## config.mk

```make
export PLATFORM = sky130hd
export DESIGN_NAME = neg_cycle_scan
export DESIGN_NICKNAME = d
export VERILOG_FILES = /design/src/rtl/neg_cycle_scan.sv
export SDC_FILE = /design/constraint.sdc
export NUM_CORES = 1
export LEC_CHECK = 0
export CELL_PAD_IN_SITES_DETAIL_PLACEMENT = 1
export CELL_PAD_IN_SITES_GLOBAL_PLACEMENT = 2
export CORE_MARGIN = 1.5
export CORE_UTILIZATION = 29
export CTS_BUF_LIST = sky130_fd_sc_hd__clkbuf_8
export CTS_CLUSTER_DIAMETER = 150
export CTS_CLUSTER_SIZE = 24
export DETAILED_ROUTE_END_ITERATION = 7
export MAX_ROUTING_LAYER = met4
export PLACE_DENSITY_LB_ADDON = 0.08
export SLEW_MARGIN = 20
export SYNTH_ARGS = -nofsm -noshare
export SYNTH_HDL_FRONTEND = slang
export SYNTH_SLANG_ARGS = --single-unit
```

## constraint.sdc

```tcl
create_clock -name clk -period 3.03 [get_ports clk]
set_input_delay 0.606 -clock clk [delete_from_list [all_inputs] [get_ports clk]]
set_output_delay 0.606 -clock clk [all_outputs]
set_load 0.005 [all_outputs]
```

## src/rtl/neg_cycle_scan.sv

```systemverilog
// neg_cycle_scan: after Bellman-Ford relaxation, scans every edge (i,j) of the
// adjacency matrix. Each still-relaxable edge starts a predecessor walk from j.
// The walk takes NODES steps, so it is guaranteed to land on the negative cycle.
// If that vertex is unmarked, the cycle is streamed out vertex by vertex and
// each vertex is marked. A cycle that is already marked is skipped, so each
// distinct cycle is reported once per memory image.
// Optional build macro NEG_CYCLE_PROFIT_EN adds a cycle_weight output. It holds
// the running sum of adjmat[pred(v)][v] over the cycle and is complete on the
// beat that carries vout_last.
module neg_cycle_scan #(
  parameter int NODES    = 16,
  parameter int PRED_W   = 4,
  parameter int WEIGHT_W = 16,
  parameter int CNT_W    = 8
) (
  input  logic                     clk,
  input  logic                     reset,
  input  logic                     start,
  output logic [PRED_W-1:0]        vertmat_addr_a,
  input  logic [PRED_W+WEIGHT_W:0] vertmat_q_a,
  output logic [PRED_W-1:0]        vertmat_addr_b,
  input  logic [PRED_W+WEIGHT_W:0] vertmat_q_b,
  output logic [PRED_W+WEIGHT_W:0] vertmat_data_b,
  output logic                     vertmat_we_b,
  output logic [PRED_W-1:0]        adjmat_row_addr,
  output logic [PRED_W-1:0]        adjmat_col_addr,
  input  logic [WEIGHT_W-1:0]      adjmat_q,
  output logic                     vout_valid,
  input  logic                     vout_ready,
  output logic [PRED_W-1:0]        vout_data,
  output logic                     vout_last,
  output logic                     busy,
  output logic                     cycle_done,
  output logic [CNT_W-1:0]         cycle_count,
  output logic [3:0]               o_dbg_state
`ifdef NEG_CYCLE_PROFIT_EN
  ,
  output logic signed [WEIGHT_W+PRED_W-1:0] cycle_weight
`endif
);

  typedef enum logic [3:0] {
    S_IDLE, S_SCAN_RD, S_SCAN_CMP, S_SCAN_NXT, S_WALK_RD, S_WALK_STEP,
    S_MARK_RD, S_MARK_CHK, S_ADJ_RD, S_ADJ_ACC, S_EMIT, S_MARK_WR, S_DONE
  } state_t;

  localparam logic [PRED_W-1:0] LAST_IDX  = PRED_W'(NODES - 1);
  localparam logic [PRED_W:0]   LAST_STEP = (PRED_W + 1)'(NODES - 1);

  state_t                r_state;
  logic [PRED_W-1:0]     r_i, r_j, r_v, r_head;
  logic [PRED_W:0]       r_step;
  logic                  r_in_cycle;
  logic [PRED_W-1:0]     r_cur_pred;
  logic [WEIGHT_W-1:0]   r_cur_wt;
  logic [PRED_W-1:0]     r_addr_a, r_addr_b, r_row, r_col;
  logic [PRED_W+WEIGHT_W:0] r_data_b;
  logic                  r_we_b;
  logic                  r_vout_valid, r_vout_last;
  logic [PRED_W-1:0]     r_vout_data;
  logic                  r_busy, r_done;
  logic [CNT_W-1:0]      r_count;
`ifdef NEG_CYCLE_PROFIT_EN
  logic signed [WEIGHT_W+PRED_W-1:0] r_acc, r_cycle_weight, w_acc_nxt;
  logic                  r_last_pend;
`endif

  // Field split of the vertex words {mark, pred, weight}.
  logic                  w_mark_b;
  logic [PRED_W-1:0]     w_pred_b;
  logic [WEIGHT_W-1:0]   w_wt_b, w_wt_a;
  logic                  w_unused_qa;
  logic signed [WEIGHT_W:0] w_sum, w_wj;
  logic                  w_relax, w_row_end, w_scan_end, w_last_chk;
  logic [PRED_W-1:0]     w_i_nxt, w_j_nxt;

  assign w_mark_b    = vertmat_q_b[PRED_W+WEIGHT_W];
  assign w_pred_b    = vertmat_q_b[PRED_W+WEIGHT_W-1:WEIGHT_W];
  assign w_wt_b      = vertmat_q_b[WEIGHT_W-1:0];
  assign w_wt_a      = vertmat_q_a[WEIGHT_W-1:0];
  assign w_unused_qa = ^vertmat_q_a[PRED_W+WEIGHT_W:WEIGHT_W];

  // One extra bit keeps w_i + e exact, so the comparison never wraps.
  assign w_sum   = $signed({w_wt_a[WEIGHT_W-1], w_wt_a}) + $signed({adjmat_q[WEIGHT_W-1], adjmat_q});
  assign w_wj    = $signed({w_wt_b[WEIGHT_W-1], w_wt_b});
  assign w_relax = (adjmat_q != '0) && (w_sum < w_wj);

  assign w_row_end  = (r_j == LAST_IDX);
  assign w_scan_end = w_row_end && (r_i == LAST_IDX);
  assign w_i_nxt    = w_row_end ? r_i + 1'b1 : r_i;
  assign w_j_nxt    = w_row_end ? '0 : r_j + 1'b1;

  // The head is compared with the vertex itself: a self-loop is last on its first beat.
  assign w_last_chk = (w_pred_b == (r_in_cycle ? r_head : r_v));

`ifdef NEG_CYCLE_PROFIT_EN
  // The running sum restarts at the head vertex of each cycle.
  assign w_acc_nxt = ((r_v == r_head) ? '0 : r_acc) +
                     $signed({{PRED_W{adjmat_q[WEIGHT_W-1]}}, adjmat_q});
  assign cycle_weight = r_cycle_weight;
`endif

  // Stream handshake: vout_data and vout_last are held stable while vout_valid
  // is high. A beat transfers on a clock edge where vout_valid && vout_ready.
  // The mark write for that vertex happens in the following cycle.

  // Scan / walk / emit sequencer; all outputs registered.
  always_ff @(posedge clk or posedge reset) begin
    if (reset) begin
      r_state <= S_IDLE;
      r_i <= '0; r_j <= '0; r_v <= '0; r_head <= '0; r_step <= '0;
      r_in_cycle <= 1'b0; r_cur_pred <= '0; r_cur_wt <= '0;
      r_addr_a <= '0; r_addr_b <= '0; r_row <= '0; r_col <= '0;
      r_data_b <= '0; r_we_b <= 1'b0;
      r_vout_valid <= 1'b0; r_vout_last <= 1'b0; r_vout_data <= '0;
      r_busy <= 1'b0; r_done <= 1'b0; r_count <= '0;
`ifdef NEG_CYCLE_PROFIT_EN
      r_acc <= '0; r_cycle_weight <= '0; r_last_pend <= 1'b0;
`endif
    end else begin
      r_we_b <= 1'b0;
      case (r_state)
        S_IDLE: begin
          if (start) begin
            r_i <= '0; r_j <= '0; r_count <= '0; r_done <= 1'b0; r_busy <= 1'b1;
            r_addr_a <= '0; r_addr_b <= '0; r_row <= '0; r_col <= '0;
            r_in_cycle <= 1'b0;
            r_state <= S_SCAN_RD;
          end
        end
        S_SCAN_RD: r_state <= S_SCAN_CMP;
        S_SCAN_CMP, S_SCAN_NXT: begin
          if (r_state == S_SCAN_CMP && w_relax) begin
            r_v <= r_j; r_step <= '0; r_addr_b <= r_j;
            r_row <= '0; r_col <= '0;
            r_state <= S_WALK_RD;
          end else if (w_scan_end) begin
            r_busy <= 1'b0; r_done <= 1'b1;
            r_state <= S_DONE;
          end else begin
            r_i <= w_i_nxt; r_j <= w_j_nxt;
            r_addr_a <= w_i_nxt; r_addr_b <= w_j_nxt;
            r_row <= w_i_nxt; r_col <= w_j_nxt;
            r_state <= S_SCAN_RD;
          end
        end
        S_WALK_RD: r_state <= S_WALK_STEP;
        S_WALK_STEP: begin
          r_v <= w_pred_b; r_addr_b <= w_pred_b;
          r_step <= r_step + 1'b1;
          r_state <= (r_step == LAST_STEP) ? S_MARK_RD : S_WALK_RD;
        end
        S_MARK_RD: r_state <= S_MARK_CHK;
        S_MARK_CHK: begin
          if (!r_in_cycle && w_mark_b) begin
            r_state <= S_SCAN_NXT;
          end else begin
            r_cur_pred <= w_pred_b; r_cur_wt <= w_wt_b;
            if (!r_in_cycle) begin
              r_head <= r_v; r_in_cycle <= 1'b1;
            end
`ifdef NEG_CYCLE_PROFIT_EN
            r_row <= w_pred_b; r_col <= r_v; r_last_pend <= w_last_chk;
            r_state <= S_ADJ_RD;
`else
            r_vout_valid <= 1'b1; r_vout_data <= r_v; r_vout_last <= w_last_chk;
            r_state <= S_EMIT;
`endif
          end
        end
`ifdef NEG_CYCLE_PROFIT_EN
        S_ADJ_RD: r_state <= S_ADJ_ACC;
        S_ADJ_ACC: begin
          r_acc <= w_acc_nxt; r_cycle_weight <= w_acc_nxt;
          r_vout_valid <= 1'b1; r_vout_data <= r_v; r_vout_last <= r_last_pend;
          r_state <= S_EMIT;
        end
`endif
        S_EMIT: begin
          if (vout_ready) begin
            r_vout_valid <= 1'b0;
            r_we_b <= 1'b1;
            r_data_b <= {1'b1, r_cur_pred, r_cur_wt};
            r_state <= S_MARK_WR;
          end
        end
        S_MARK_WR: begin
          if (r_vout_last) begin
            if (r_count != '1) r_count <= r_count + 1'b1;
            r_in_cycle <= 1'b0;
            r_state <= S_SCAN_NXT;
          end else begin
            r_v <= r_cur_pred; r_addr_b <= r_cur_pred;
            r_state <= S_MARK_RD;
          end
        end
        S_DONE: r_state <= S_IDLE;
        default: r_state <= S_IDLE;
      endcase
    end
  end

  assign vertmat_addr_a  = r_addr_a;
  assign vertmat_addr_b  = r_addr_b;
  assign vertmat_data_b  = r_data_b;
  assign vertmat_we_b    = r_we_b;
  assign adjmat_row_addr = r_row;
  assign adjmat_col_addr = r_col;
  assign vout_valid      = r_vout_valid;
  assign vout_data       = r_vout_data;
  assign vout_last       = r_vout_last;
  assign busy            = r_busy;
  assign cycle_done      = r_done;
  assign cycle_count     = r_count;
  assign o_dbg_state     = r_state;

endmodule

```

==> results_dict.tcl <==
set metrics [dict create \
    synthDistinctLibCells 70 \
    max-slew-margin-rel 0.512 \
    hpwl_mm 13.3 \
    cts.path.max_buffers 2 \
    rsz0062_at_grt "true" \
    yosysSeqAreaShare 0.427 \
    grt_max_degree 44 \
    wl_per_cell_um 16.1 \
    cp_data_arrival_time_ns 4.87 \
    status "finished, violations left" \
    crit_fanout 5 \
    syn_area_um2 5630 \
    layout_setup_ws_ns -1.57 \
    fp.dieW_um 142 \
    cp_slowest_cell "o31a_4" \
    startpoint "vertmat_q_a[1]" \
    layout_commonest_cell "clkdlybuf4s50_1" \
    hold_viol 0 \
    setup_violations 34 \
    synth-seq-cells 96 \
    pre_cts_slack_ns -2.61 \
    clock-root-buffer "clkbuf_8" \
    nFillCells 2170 \
    cts_tree "built" \
    p_leak_nw 3.91 \
    ir_drop_v 0.000207 \
    cp-endpoint "r_v[3]" \
    min_from "r_cur_wt[13]" \
    final_util 0.440 \
    drive_above_1_share 0.265 \
    ys_warn_count 0 \
    worstPathCellList "buf_6 -> ha_4 -> a211o_1 -> a211o_1 -> a41o_1 -> nor4_4 -> nor3_2 -> a2111o_1 -> o31ai_4 -> xnor2_2 -> ha_1 -> nand2_2 -> nor2_2 -> a2111o_1 -> o31a_4 -> mux2_4 -> o21ai_4 -> mux2_4" \
    routabilityCongestion 0.758 \
    hold_path_class "reg2reg" \
    antenna_found_initial 0 \
    tightest_slew_ns 0.730 \
    die_y_um 142 \
    drv_slew 0 \
    cp-start-kind "primary input" \
    fmax_mhz 217 \
    cp.required_ns 3.30 \
    layout_common_cells "clkdlybuf4s50_1 (101), nand2_1 (99), dfrtp_1 (96)" \
    core_area_um2 18900 \
    grt_use_met2 0.324 \
    clkTransAtPathRegs_ns 0.10 \
    period_minus_slack_ns 4.60 \
    syn_area_per_cell_um2 9.54 \
    grt-ovfl-total 0 \
    cts_buffers 9 \
    die_area_um2 20300 \
    synth_cells 590 \
    synthArstFlopShare 1.00 \
    grt_pass1_vias 5485 \
    violations "setup timing" \
    cts_htree_levels 3 \
    timing.rr.end "vertmat_addr_a[1]" \
    areaGrowthSynthToFinish_pct 47.8 \
    io_buffers 114 \
    grt.busiest_layer "met2" \
    hold_depth 2 \
    ctsHoldBuffers 0 \
    met1_usage 0.212 \
    track_usage 0.181 \
    clock_sinks 96 \
    final.period_utilization 1.52 \
    ys.flop_type "dfrtp_1" \
    drt-initial-drc-count 121 \
    route.detailed.drc 0 \
    io_pins 120 \
    reg2reg_from "r_j[0]" \
    r2r_setup_slack_ns 0.22 \
    holdWs_ns 0.465 \
    grt_first_pass_wirelength_mm 28.0 \
    endpoint_kind "flop" \
    drt_wl_total_mm 17.1 \
    path_class "in2reg" \
    postRouteAntennaNets 0 \
    rr_worst_depth 9 \
    drv_cap 0 \
    nets 896 \
    grt_use_met3 0.0256 \
    avgViaCountPerCell 4.78 \
    drt-pass1-iter-count 5 \
    num_vias 5076 \
    critical_path.max_stage_delay_ns 0.40 \
    start_util 0.298 \
    clock_latency_ns 0.38 \
    powerDensity_nw_per_um2 652 \
    std_cell_rows 50 \
    tns_ns -49.65 \
    antenna_cells 0 \
    synth_fp_nets 690 \
    fin_skew_ns 0.0103 \
    synth_edf_count 0 \
]
kinds of logic (layout without fill, tap and decap cells):
logic type                 after synthesis  in the layout  share of synthesized area
and+or+nand+nor                        220            220                      0.181
buffers and inverters                   55            266                     0.0396
DFF                                     96             96                      0.427
AOI/OAI and AO/OA                      111            111                      0.137
muxes                                   49             49                     0.0976
adders and majority gates               38             38                     0.0858
xor gates and xnor gates                21             21                     0.0327
cell type report:
class / count / area (um^2) / share of cell area
clock buffers: 10 / 138 / 0.0165
well taps: 260 / 325 / 0.0391
flip-flops and latches: 96 / 2400 / 0.289
inverters: 36 / 139 / 0.0167
repair buffers: 214 / 1920 / 0.231
clock inverters: 6 / 60.1 / 0.00722
multi-input cells: 439 / 3330 / 0.401
routing by layer:
| layer | share of wire | vias up |
|---|---|---|
| li1 | - | 2477 |
| met1 | 0.44 | 2509 |
| met2 | 0.52 | 81 |
| met3 | 0.030 | 9 |
| met4 | 0.010 | 0 |
| met5 | 0 | - |
registers in the layout, indices dropped and copies added, names as in the netlist, 5 cells and up:
signal	count
cycle_count	8
r_cur_wt	16
r_step	5
vertmat_data_b	21
worst max-delay path, delay by kind of cell:
| kind | cells | cell delay, ns |
|---|---|---|
| compound gates | 8 | 2.48 |
| xor+xnor | 1 | 0.10 |
| fa+ha+maj | 2 | 0.53 |
| buf+inv | 1 | 0.10 |
| mux | 2 | 0.66 |
| simple gates | 4 | 0.38 |
power by group:
part	internal [W]	switching, W
logic	0.00142	0.00115
registers	0.00167	0.000323
clock network	0.000400	0.000472
worst min-delay path by stage:
| stage | to |
|---|---|
| 2_1_floorplan | vertmat_data_b[0] |
| 3_3_place_gp | vertmat_data_b[11] |
| 3_5_place_dp | vertmat_data_b[14] |
| 4_1_cts | vertmat_data_b[13] |
| 5_1_grt | vertmat_data_b[13] |
| 6_report | vertmat_data_b[13] |
synthesized netlist by cell type, types with 2 or more instances:
cell | n | share of area
nand2_1 | 102 | 0.068
dfrtp_1 | 96 | 0.43
ha_1 | 37 | 0.082
nor2_1 | 37 | 0.025
mux2_2 | 35 | 0.070
inv_1 | 34 | 0.023
a21oi_1 | 19 | 0.017
nand3_1 | 16 | 0.014
o21ai_0 | 16 | 0.014
xnor2_1 | 14 | 0.022
clkbuf_1 | 10 | 0.0067
nor3_1 | 10 | 0.0089
o21ai_1 | 10 | 0.0089
nand2b_1 | 9 | 0.010
and3_1 | 8 | 0.0089
mux2i_1 | 7 | 0.012
xor2_1 | 7 | 0.011
a21o_1 | 6 | 0.0080
nand4_1 | 6 | 0.0067
nor2b_1 | 6 | 0.0067
nor4_1 | 6 | 0.0067
o211ai_1 | 6 | 0.0080
o21a_1 | 6 | 0.0080
a22oi_1 | 5 | 0.0067
a31oi_1 | 5 | 0.0056
mux2_1 | 5 | 0.010
o2bb2ai_1 | 5 | 0.0078
buf_2 | 4 | 0.0036
nor3b_1 | 4 | 0.0053
or2_2 | 4 | 0.0044
a21boi_1 | 3 | 0.0040
buf_4 | 3 | 0.0040
or3_1 | 3 | 0.0033
a2111o_1 | 2 | 0.0040
a211o_1 | 2 | 0.0031
a32o_1 | 2 | 0.0036
and2_1 | 2 | 0.0022
buf_1 | 2 | 0.0013
inv_2 | 2 | 0.0013
nand3b_1 | 2 | 0.0027
o221ai_1 | 2 | 0.0031
o31a_1 | 2 | 0.0031
timing repair:
action                                  CTS  global route
endpoints found under the setup margin   34            34
buffers inserted                         10            10
cloned                                    1             0
gates resized for setup                  65            28
pin swaps                                24            28
through the flow:
step,std cells,area (um^2),power (W)
2_1_floorplan,590,5690,0.00321
3_3_place_gp,1028,7710,0.00425
3_5_place_dp,1028,7710,0.00432
4_1_cts,1055,8160,0.00548
5_1_grt,1061,8320,0.00584
6_report,1061,8320,0.00543
No activity file was read; power rests on OpenSTA's default activity.
